[src/rtl/pc_seq_if.sv]
// Decode-side bundle for the pc next-address sequencer.
//   master : instruction decode / pc side (drives request, consumes pc load pair)
//   slave  : pc_seq
// Signals
//   en      advance qualifier; 0 = stall (pc holds its address)
//   op      request code: 0 NOP, 1 JMP, 2 JZ, 3 JNZ, 4 CALL, 5 RET, 6 HALT, 7 NOP
//   zero    condition flag for JZ/JNZ
//   target  jump/call destination
//   pc_addr current pc address
//   load    pc load strobe (combinational)
//   data    pc load value; pc ends up at data+1
//   flush   squash the instruction fetched this cycle
//   halted  sequencer is in HALT
//   sp      return-stack occupancy 0..DEPTH
//   ovf     sticky: CALL with stack full
//   udf     sticky: RET with stack empty
//   state   debug view of the FSM state (0 RUN, 1 FLUSH, 2 HALT)
// Handshake: there is no valid/ready pair. A request on op is consumed on a
// rising edge only when en=1; with en=0 nothing is consumed and the pc is held.
interface pc_seq_if #(
    parameter int NBITS = 8,
    parameter int SPW   = 2
);
    logic             en;
    logic [2:0]       op;
    logic             zero;
    logic [NBITS-1:0] target;
    logic [NBITS-1:0] pc_addr;
    logic             load;
    logic [NBITS-1:0] data;
    logic             flush;
    logic             halted;
    logic [SPW:0]     sp;
    logic             ovf;
    logic             udf;
    logic [1:0]       state;

    modport master (
        output en, op, zero, target, pc_addr,
        input  load, data, flush, halted, sp, ovf, udf, state
    );

    modport slave (
        input  en, op, zero, target, pc_addr,
        output load, data, flush, halted, sp, ovf, udf, state
    );
endinterface

[src/rtl/pc_seq.sv]
// Next-address sequencer for the processor program counter.
// Decodes jump/call/return/halt/stall requests into the pc load/data pair,
// keeps a hardware return-address stack and flags the fetched slot to squash
// after every taken redirect.
// Ports
//   clk  rising-edge clock
//   rst  asynchronous reset, active-high
//   bus  pc_seq_if.slave: en/op/zero/target/pc_addr in; load/data (combinational),
//        flush/halted/sp/ovf/udf/state (registered) out
module pc_seq #(
    parameter int NBITS = 8,
    parameter int DEPTH = 4,
    parameter int SPW   = 2
) (
    input  logic      clk,
    input  logic      rst,
    pc_seq_if.slave   bus
);

    typedef enum logic [1:0] {
        RUN   = 2'd0,
        FLUSH = 2'd1,
        HALT  = 2'd2
    } state_t;

    localparam logic [2:0] OP_JMP  = 3'd1;
    localparam logic [2:0] OP_JZ   = 3'd2;
    localparam logic [2:0] OP_JNZ  = 3'd3;
    localparam logic [2:0] OP_CALL = 3'd4;
    localparam logic [2:0] OP_RET  = 3'd5;
    localparam logic [2:0] OP_HALT = 3'd6;

    localparam logic [NBITS-1:0] ADDR_ONE = 1;
    localparam logic [SPW-1:0]   IDX_ONE  = 1;
    localparam logic [SPW:0]     SP_ONE   = 1;
    localparam logic [SPW:0]     SP_EMPTY = 0;
    localparam logic [SPW:0]     SP_FULL  = (SPW+1)'(DEPTH);

    state_t           state_q, state_d;
    logic [SPW:0]     sp_q;
    logic             flush_q, halted_q, ovf_q, udf_q;
    logic [NBITS-1:0] stack [DEPTH];

    logic             load_c;
    logic [NBITS-1:0] data_c;
    logic             push, pop, set_ovf, set_udf;
    logic [SPW-1:0]   top_idx;
    logic [NBITS-1:0] top;
    logic [NBITS-1:0] hold_data;

    // pc adds 1 after a load, so every load value is the wanted address minus one.
    assign hold_data = bus.pc_addr - ADDR_ONE;
    assign top_idx   = sp_q[SPW-1:0] - IDX_ONE;
    assign top       = stack[top_idx];

    always_comb begin
        state_d = state_q;
        load_c  = 1'b0;
        data_c  = hold_data;
        push    = 1'b0;
        pop     = 1'b0;
        set_ovf = 1'b0;
        set_udf = 1'b0;
        case (state_q)
            RUN: begin
                if (!bus.en) begin
                    load_c = 1'b1;
                end else begin
                    case (bus.op)
                        OP_JMP: begin
                            load_c  = 1'b1;
                            data_c  = bus.target - ADDR_ONE;
                            state_d = FLUSH;
                        end
                        OP_JZ, OP_JNZ: begin
                            // op[0] selects JNZ: taken when zero differs from op[0]
                            if (bus.zero != bus.op[0]) begin
                                load_c  = 1'b1;
                                data_c  = bus.target - ADDR_ONE;
                                state_d = FLUSH;
                            end
                        end
                        OP_CALL: begin
                            // A full stack loses the return address but the jump still happens.
                            load_c  = 1'b1;
                            data_c  = bus.target - ADDR_ONE;
                            state_d = FLUSH;
                            if (sp_q == SP_FULL) set_ovf = 1'b1;
                            else                 push    = 1'b1;
                        end
                        OP_RET: begin
                            // An empty stack has nowhere to return to: fall through.
                            if (sp_q == SP_EMPTY) begin
                                set_udf = 1'b1;
                            end else begin
                                pop     = 1'b1;
                                load_c  = 1'b1;
                                data_c  = top - ADDR_ONE;
                                state_d = FLUSH;
                            end
                        end
                        OP_HALT: begin
                            load_c  = 1'b1;
                            state_d = HALT;
                        end
                        default: begin
                        end
                    endcase
                end
            end
            FLUSH: begin
                if (bus.en) state_d = RUN;
                else        load_c  = 1'b1;
            end
            HALT: begin
                load_c = 1'b1;
            end
            default: begin
                state_d = RUN;
            end
        endcase
    end

    always_ff @(posedge clk or posedge rst) begin
        if (rst) begin
            state_q  <= RUN;
            sp_q     <= SP_EMPTY;
            flush_q  <= 1'b0;
            halted_q <= 1'b0;
            ovf_q    <= 1'b0;
            udf_q    <= 1'b0;
        end else begin
            state_q  <= state_d;
            flush_q  <= (state_d == FLUSH);
            halted_q <= (state_d == HALT);
            if (push)     sp_q  <= sp_q + SP_ONE;
            else if (pop) sp_q  <= sp_q - SP_ONE;
            if (set_ovf)  ovf_q <= 1'b1;
            if (set_udf)  udf_q <= 1'b1;
        end
    end

    // Stack contents are don't-care after reset, so no reset branch here.
    always_ff @(posedge clk) begin
        if (push) stack[sp_q[SPW-1:0]] <= bus.pc_addr;
    end

    assign bus.load   = load_c;
    assign bus.data   = data_c;
    assign bus.flush  = flush_q;
    assign bus.halted = halted_q;
    assign bus.sp     = sp_q;
    assign bus.ovf    = ovf_q;
    assign bus.udf    = udf_q;
    assign bus.state  = state_q;

endmodule
[src/flat_wrapper.sv]
// flat-port wrapper written by rule: the top's interface ports become plain ports
module pc_seq_flat 
#(
    parameter int NBITS = 8,
    parameter int DEPTH = 4,
    parameter int SPW   = 2
)
  (clk, rst, bus_en, bus_op, bus_zero, bus_target, bus_pc_addr, bus_load, bus_data, bus_flush, bus_halted, bus_sp, bus_ovf, bus_udf, bus_state);
  pc_seq_if #(.NBITS(NBITS), .SPW(SPW)) bus_i ();
  input  logic clk;
  input  logic rst;
  input wire logic [$bits(bus_i.en)-1:0] bus_en;
  input wire logic [$bits(bus_i.op)-1:0] bus_op;
  input wire logic [$bits(bus_i.zero)-1:0] bus_zero;
  input wire logic [$bits(bus_i.target)-1:0] bus_target;
  input wire logic [$bits(bus_i.pc_addr)-1:0] bus_pc_addr;
  output wire logic [$bits(bus_i.load)-1:0] bus_load;
  output wire logic [$bits(bus_i.data)-1:0] bus_data;
  output wire logic [$bits(bus_i.flush)-1:0] bus_flush;
  output wire logic [$bits(bus_i.halted)-1:0] bus_halted;
  output wire logic [$bits(bus_i.sp)-1:0] bus_sp;
  output wire logic [$bits(bus_i.ovf)-1:0] bus_ovf;
  output wire logic [$bits(bus_i.udf)-1:0] bus_udf;
  output wire logic [$bits(bus_i.state)-1:0] bus_state;
  assign bus_i.en = bus_en;
  assign bus_i.op = bus_op;
  assign bus_i.zero = bus_zero;
  assign bus_i.target = bus_target;
  assign bus_i.pc_addr = bus_pc_addr;
  assign bus_load = bus_i.load;
  assign bus_data = bus_i.data;
  assign bus_flush = bus_i.flush;
  assign bus_halted = bus_i.halted;
  assign bus_sp = bus_i.sp;
  assign bus_ovf = bus_i.ovf;
  assign bus_udf = bus_i.udf;
  assign bus_state = bus_i.state;
  pc_seq #(.NBITS(NBITS), .DEPTH(DEPTH), .SPW(SPW)) u_core (.clk(clk), .rst(rst), .bus(bus_i));
endmodule
[config.mk]
export PLATFORM = sky130hd
export DESIGN_NAME = pc_seq_flat
export DESIGN_NICKNAME = d
export VERILOG_FILES = /design/src/rtl/pc_seq_if.sv /design/src/rtl/pc_seq.sv /design/src/flat_wrapper.sv
export SDC_FILE = /design/constraint.sdc
export NUM_CORES = 1
export LEC_CHECK = 0
export BUFFER_PORTS_ARGS = -buffer_cell sky130_fd_sc_hd__buf_4
export CAP_MARGIN = 10
export CORE_MARGIN = 5
export CORE_UTILIZATION = 55
export DETAILED_ROUTE_END_ITERATION = 10
export PLACE_DENSITY = 0.75
export REMOVE_ABC_BUFFERS = 1
export SLEW_MARGIN = 20
export SYNTH_ARGS = -nofsm -noshare
export SYNTH_HDL_FRONTEND = slang
export SYNTH_SLANG_ARGS = --single-unit
[constraint.sdc]
create_clock -name clk -period 3.1 [get_ports clk]
set_input_delay 0.465 -clock clk [delete_from_list [all_inputs] [get_ports clk]]
set_output_delay 0.465 -clock clk [all_outputs]
set_load 0.05 [all_outputs]
### After elaboration in Yosys (flattened, before gate mapping)

Memories as Yosys holds them, arrays and structs flattened.
Cells that the tools add are included.

| storage, ports and cells | value |
|---|---|
| memories kept | 1 |
| bits of input ports | 23 |
| RAM bits | 32 |
| output and inout bits | 18 |
| flip-flop bits (word level) | 9 |
| word-level logic and storage cells | 67 |

Memories:

| name | words | bits a word | rd ports | clocked after memory_dff | wr ports | RTL line | source |
|---|---|---|---|---|---|---|---|
| u_core.stack | 4 | 8 | 1 | 0 | 1 | pc_seq.sv:42 | `logic [NBITS-1:0] stack [DEPTH];` |

| cells by class | value |
|---|---|
| equal/unequal tests | 12 |
| add/sub/neg operators | 6 |
| muxes and demuxes | 36 |
| reductions and logical operators | 6 |

Operators by type and width:

| kind | count |
|---|---|
| 2-to-1 mux 8 bit | 4 |
| case mux 8 bit (3 select lines) | 1 |
| subtractor 8 x 1 -> 8 bit, second input constant | 3 |
| 2-to-1 mux 1 bit | 21 |
| == test 3 bit, second input constant | 4 |
| 2-to-1 mux 2 bit | 4 |
| case mux 2 bit (4 select lines) | 1 |
| == test 3 x 2 -> 1 bit, second input constant | 2 |
| 2-to-1 mux 3 bit | 2 |
| case mux 1 bit (3 select lines) | 2 |
| case mux 2 bit (3 select lines) | 1 |
| == test 2 x 1 -> 1 bit, second input constant | 2 |
| == test 2 bit, second input constant | 2 |
| OR reduction 2 bit | 2 |
| adder 3 x 1 -> 3 bit, second input constant | 1 |
| == test 3 x 1 -> 1 bit, second input constant | 1 |
| zero test 3 bit | 1 |
| OR reduction 3 bit | 1 |
| subtractor 3 x 1 -> 3 bit, second input constant | 1 |
| zero test 2 bit | 1 |
| nonzero test 2 bit | 1 |
| subtractor 2 x 1 -> 2 bit, second input constant | 1 |
| inequality test 1 bit | 1 |

### Longest topological paths before layout

| depth | value |
|---|---|
| depth after elaboration | 7 |
| depth in mapped cells | 11 |

### Least setup slack after synthesis

Ideal clock, no wire load.

| timing | value |
|---|---|
| kind | reg-to-output |
| start point | register u_core.sp_q[0] (netlist: u_core.bus.sp[0]) |
| end point | output port bus_data[6] |
| path slack | -0.551 ns |
| stages on the path, launching flop included | 10 |
| data required time | 2.635 ns |
| buffers on the path | 2 |
| arrival | 3.186 ns |
| cells stage by stage | dfrtp_1 buf_6 inv_1 ha_1 clkbuf_1 mux4_2 nor4_2 nand2_1 xor2_1 o21ai_1 |

| on the way | value |
|---|---|
| longest elaborated chain between the ends | 7 |

Ends and longest elaborated chain:

| element | RTL line | source |
|---|---|---|
| from (decl) | pc_seq.sv:40 | `logic [SPW:0] sp_q;` |
| from (signal assigned) | pc_seq.sv:136 | `if (push) sp_q <= sp_q + SP_ONE;` |
| from (signal assigned) | pc_seq.sv:137 | `else if (pop) sp_q <= sp_q - SP_ONE;` |
| subtractor 2 x 1 -> 2 bit | pc_seq.sv:53 | `assign top_idx = sp_q[SPW-1:0] - IDX_ONE;` |
| named net u_core.top_idx[0] | pc_seq.sv:47 | `logic [SPW-1:0] top_idx;` |
| memory (4 x 8 bit) | - |  |
| subtractor 8 x 1 -> 8 bit | pc_seq.sv:98 | `data_c = top - ADDR_ONE;` |
| 2-to-1 mux 8 bit | pc_seq.sv:93 | `if (sp_q == SP_EMPTY) begin` |
| case mux 8 bit (3 select lines) | pc_seq.sv:69 | `case (bus.op)` |
| 2-to-1 mux 8 bit | pc_seq.sv:66 | `if (!bus.en) begin` |
| 2-to-1 mux 8 bit | pc_seq.sv:64 | `case (state_q)` |
| to (decl) | flat_wrapper.sv:18 | `output wire logic [$bits(bus_i.data)-1:0] bus_data;` |

The timed path passes the listed nets, and every way through them passes these cells.

### Final worst setup path

| timing | value |
|---|---|
| start point | register u_core.sp_q[0] (netlist: u_core.bus.sp[0]) |
| end point | output port bus_data[7] |

The elaborated chain is that of the path after synthesis.

==> summary.md <==
| Metric | Value |
|---|---|
| DP Worst Slack | 24.1 ps |
| Port-buffer cells | 40 |
| Run status | completed |
| First-pass GRT wire length | 7740 µm |
| CORE AREA | 4030 µm² |
| Setup-failing EPs final | 0 |
| Final min period | 3000 ps |
| Clk_lat worst skew | 290 ps |
| Syn_area_per_cell | 12.9 µm² |
| Die height | 74.7 µm |
| Post-route setup slack | 96.1 ps |
| Worst-path clk slew | 80 ps |
| Required @ worst endpoint | 2630 ps |
| Vias in the first global route | 1555 |
| Initial antenna violation count | 0 |
| DRC Markers | 0 |
| Share of the synthesized area in the top cell type | 41.7% |
| Seq/Total Area, Yosys | 51.5% |
| Iter 0 DRT Violations | 43 |
| Layout Skew | 6.91 ps |
| Crit path DAT | 2540 ps |
| HPWL Detailed | 3700 µm |
| Gr ovfl total | 0 |
| Peak VDD IR | 0.555 mV |
| Commonest non-fill, non-tap cell in the layout | buf_4 |
| GP Congestion | 0.844 |
| Setup crit end | bus_data[7] |
| Ys async rst share | 22.0% |
| Area delta synth->final | 23.7% |
| Antenna viol nets, final | 0 |
| WS Path Type | reg2out |
| Worst slew pin tran | 506 ps |
| Nets | 259 |
| Syn. warnings | 0 |
| CTS buffer count | 5 |
| Hold Path Class | in2async |
| Total number of vias | 1654 |
| Yosys reg bits | 41 |
| Reg2Reg Depth | 8 |
| RSZ-0062 raised after global routing | yes |
| CP Launch Type | flip-flop |
| Site Rows | 23 |
| Die width | 74.7 µm |
| Setup TNS | 0 ps |
| # diodes | 0 |
| Reg2Reg Setup Slack | 370 ps |
| Tcrit/Tclk final | 96.9% |
| Fillers | 293 |
| CTS Buffer Depth | 2 |
| Leading area contributor after synthesis | edfxtp_1 |
| Worst r2r src | u_core.bus.state[0] |
| Htree depth | 2 |
| Max Slew Vio Count | 0 |
| Yosys cell types | 43 |
| CTS tree | yes |
| FMAX | 333 MHz |
| Top cells by area, synth | edfxtp_1, dfrtp_1, mux4_1, xnor2_1, ha_1 |
| Final WL | 5050 µm |
| Finished Layout Cells | 279 |
| DIE AREA | 5590 µm² |
| Largest net degree at the start of global routing | 17 |
| Post-synth EDFFs | 32 |
| Most frequent cells in the layout | buf_4, edfxtp_1, inv_1, xnor2_1, nand2_1 |
| Slew margin rel. | 66.2% |
| DR vias/cell | 5.93 |
| Worst Setup SP | u_core.bus.sp[0] |
| Share of layout cells above drive strength 1 | 31.4% |
| Final Hold Vio Count | 0 |
| CP endpoint kind | output port |
| Critical Path Fanout Max | 7 |
| Leakage | 0.00108 µW |
| DR pass1 iterations | 4 |
| Synth Cell Area | 2300 µm² |
| Power Density | 851 nW/µm² |
| Reg-to-Reg End | u_core.bus.sp[2] |
| Global Route Usage Sum | 18.7% |
| Inst Count DP | 266 |
| Dominant synthesized flop cell | edfxtp_1 |
| Max cap viols | 0 |
| CTS root buf | clkbuf_8 |
| Final Instance Area | 2850 µm² |
| Wire per inst | 18.1 µm |
| Synth Instances | 179 |
| Post-Place Cell Area | 2650 µm² |
| Starting Density | 57.2% |
| Clock Sinks | 41 |
| # IOs | 41 |
## routing by layer
| metal | GRT usage (%) | up-vias | wire (µm) |
|---|---|---|---|
| met4 | 5.34 | 0 | 100 |
| li1 | - | 775 | - |
| met3 | 5.07 | 14 | 354 |
| met2 | 29.7 | 54 | 2390 |
| met5 | 0 | - | 0 |
| met1 | 25.6 | 811 | 2200 |
## worst min-delay path by stage
| stage | to | slack, ps | cells after the start |
|---|---|---|---|
| final | u_core.bus.ovf | 140 | 2 |
| after global routing | u_core.bus.sp[0] | 170 | 2 |
| after CTS | u_core.bus.sp[0] | 150 | 2 |
| after detailed placement | u_core.bus.udf | 460 | 2 |
| after global placement | u_core.bus.ovf | 450 | 2 |
| after floorplan | u_core.bus.flush | 290 | 1 |
## stage by stage
step / total power, µW / hold WS [ps] / utilization, %
after floorplan: 1480 / 293 / -
final: 2420 / 138 / 70.7
after CTS: 2270 / 145 / 69.3
after detailed placement: 1800 / 461 / 65.8
after global routing: 2540 / 174 / 70.7
after global placement: 1760 / 448 / 65.8
## report_power, final
part,internal (µW),switching [µW]
logic,560,748
clock network,241,186
registers,644,45.6
total,1440,980
## critical path, stage by stage (launching register included)
cell and delay, ps:
dfrtp_1 400, inv_2 80, ha_4 330, mux4_2 400
nor4_4 320, nand3b_1 120, xor2_1 180, o221ai_2 180
buf_4 230
## state kept, by name (all words and copies together) (netlist names)
register           cells
u_core.bus.state       2
u_core.bus.halted      1
u_core.bus.flush       1
u_core.bus.udf         1
u_core.bus.sp          3
u_core.stack          32
u_core.bus.ovf         1
## Yosys cell counts (2+ instances only)
| master | number |
|---|---|
| nor4_1 | 3 |
| o22a_1 | 7 |
| a31oi_1 | 2 |
| nand2_1 | 11 |
| mux4_2 | 2 |
| edfxtp_1 | 32 |
| dfrtp_1 | 9 |
| clkbuf_1 | 3 |
| o21ai_1 | 2 |
| ha_1 | 7 |
| nor2_1 | 7 |
| xor2_1 | 9 |
| nor3_1 | 6 |
| nor3b_1 | 2 |
| and2_1 | 5 |
| a21oi_1 | 2 |
| mux4_1 | 6 |
| or2_2 | 3 |
| a211oi_1 | 2 |
| o22ai_1 | 5 |
| a21o_1 | 2 |
| nand2b_1 | 2 |
| xnor2_1 | 12 |
| inv_1 | 13 |
| o21ai_0 | 7 |
## area by class of cell
class                   count  area [µm²]  share of cell area (%)
flip-flops and latches     41        1190                    41.6
multi-input cells         120        1080                    37.8
repair buffers             47         360                    12.6
clock buffers               5        68.8                    2.41
well taps                  50        62.6                    2.19
inverters                  13        48.8                    1.71
clock inverters             3        46.3                    1.62
## cells by family (layout without fill, tap and decap cells)
logic type / after synthesis / count (layout) / share of synthesized area (%)
AO/OA/AOI/OAI: 36 / 36 / 12.3
adder cells (fa/ha/maj): 8 / 8 / 4.67
buffers and inverters: 18 / 68 / 3.42
multiplexers: 9 / 9 / 9.23
AND/OR/NAND/NOR: 46 / 46 / 10.9
XOR/XNOR: 21 / 21 / 7.98
flip-flops: 41 / 41 / 51.5
## what timing repair did
action / CTS / global route
pin swaps: 0 / 3
hold buffers: 0 / 0
endpoints found under the setup margin: 6 / 3
resized for setup: 3 / 9
buffers inserted: 1 / 4
Note: power is estimated with default switching activity, not from simulation.
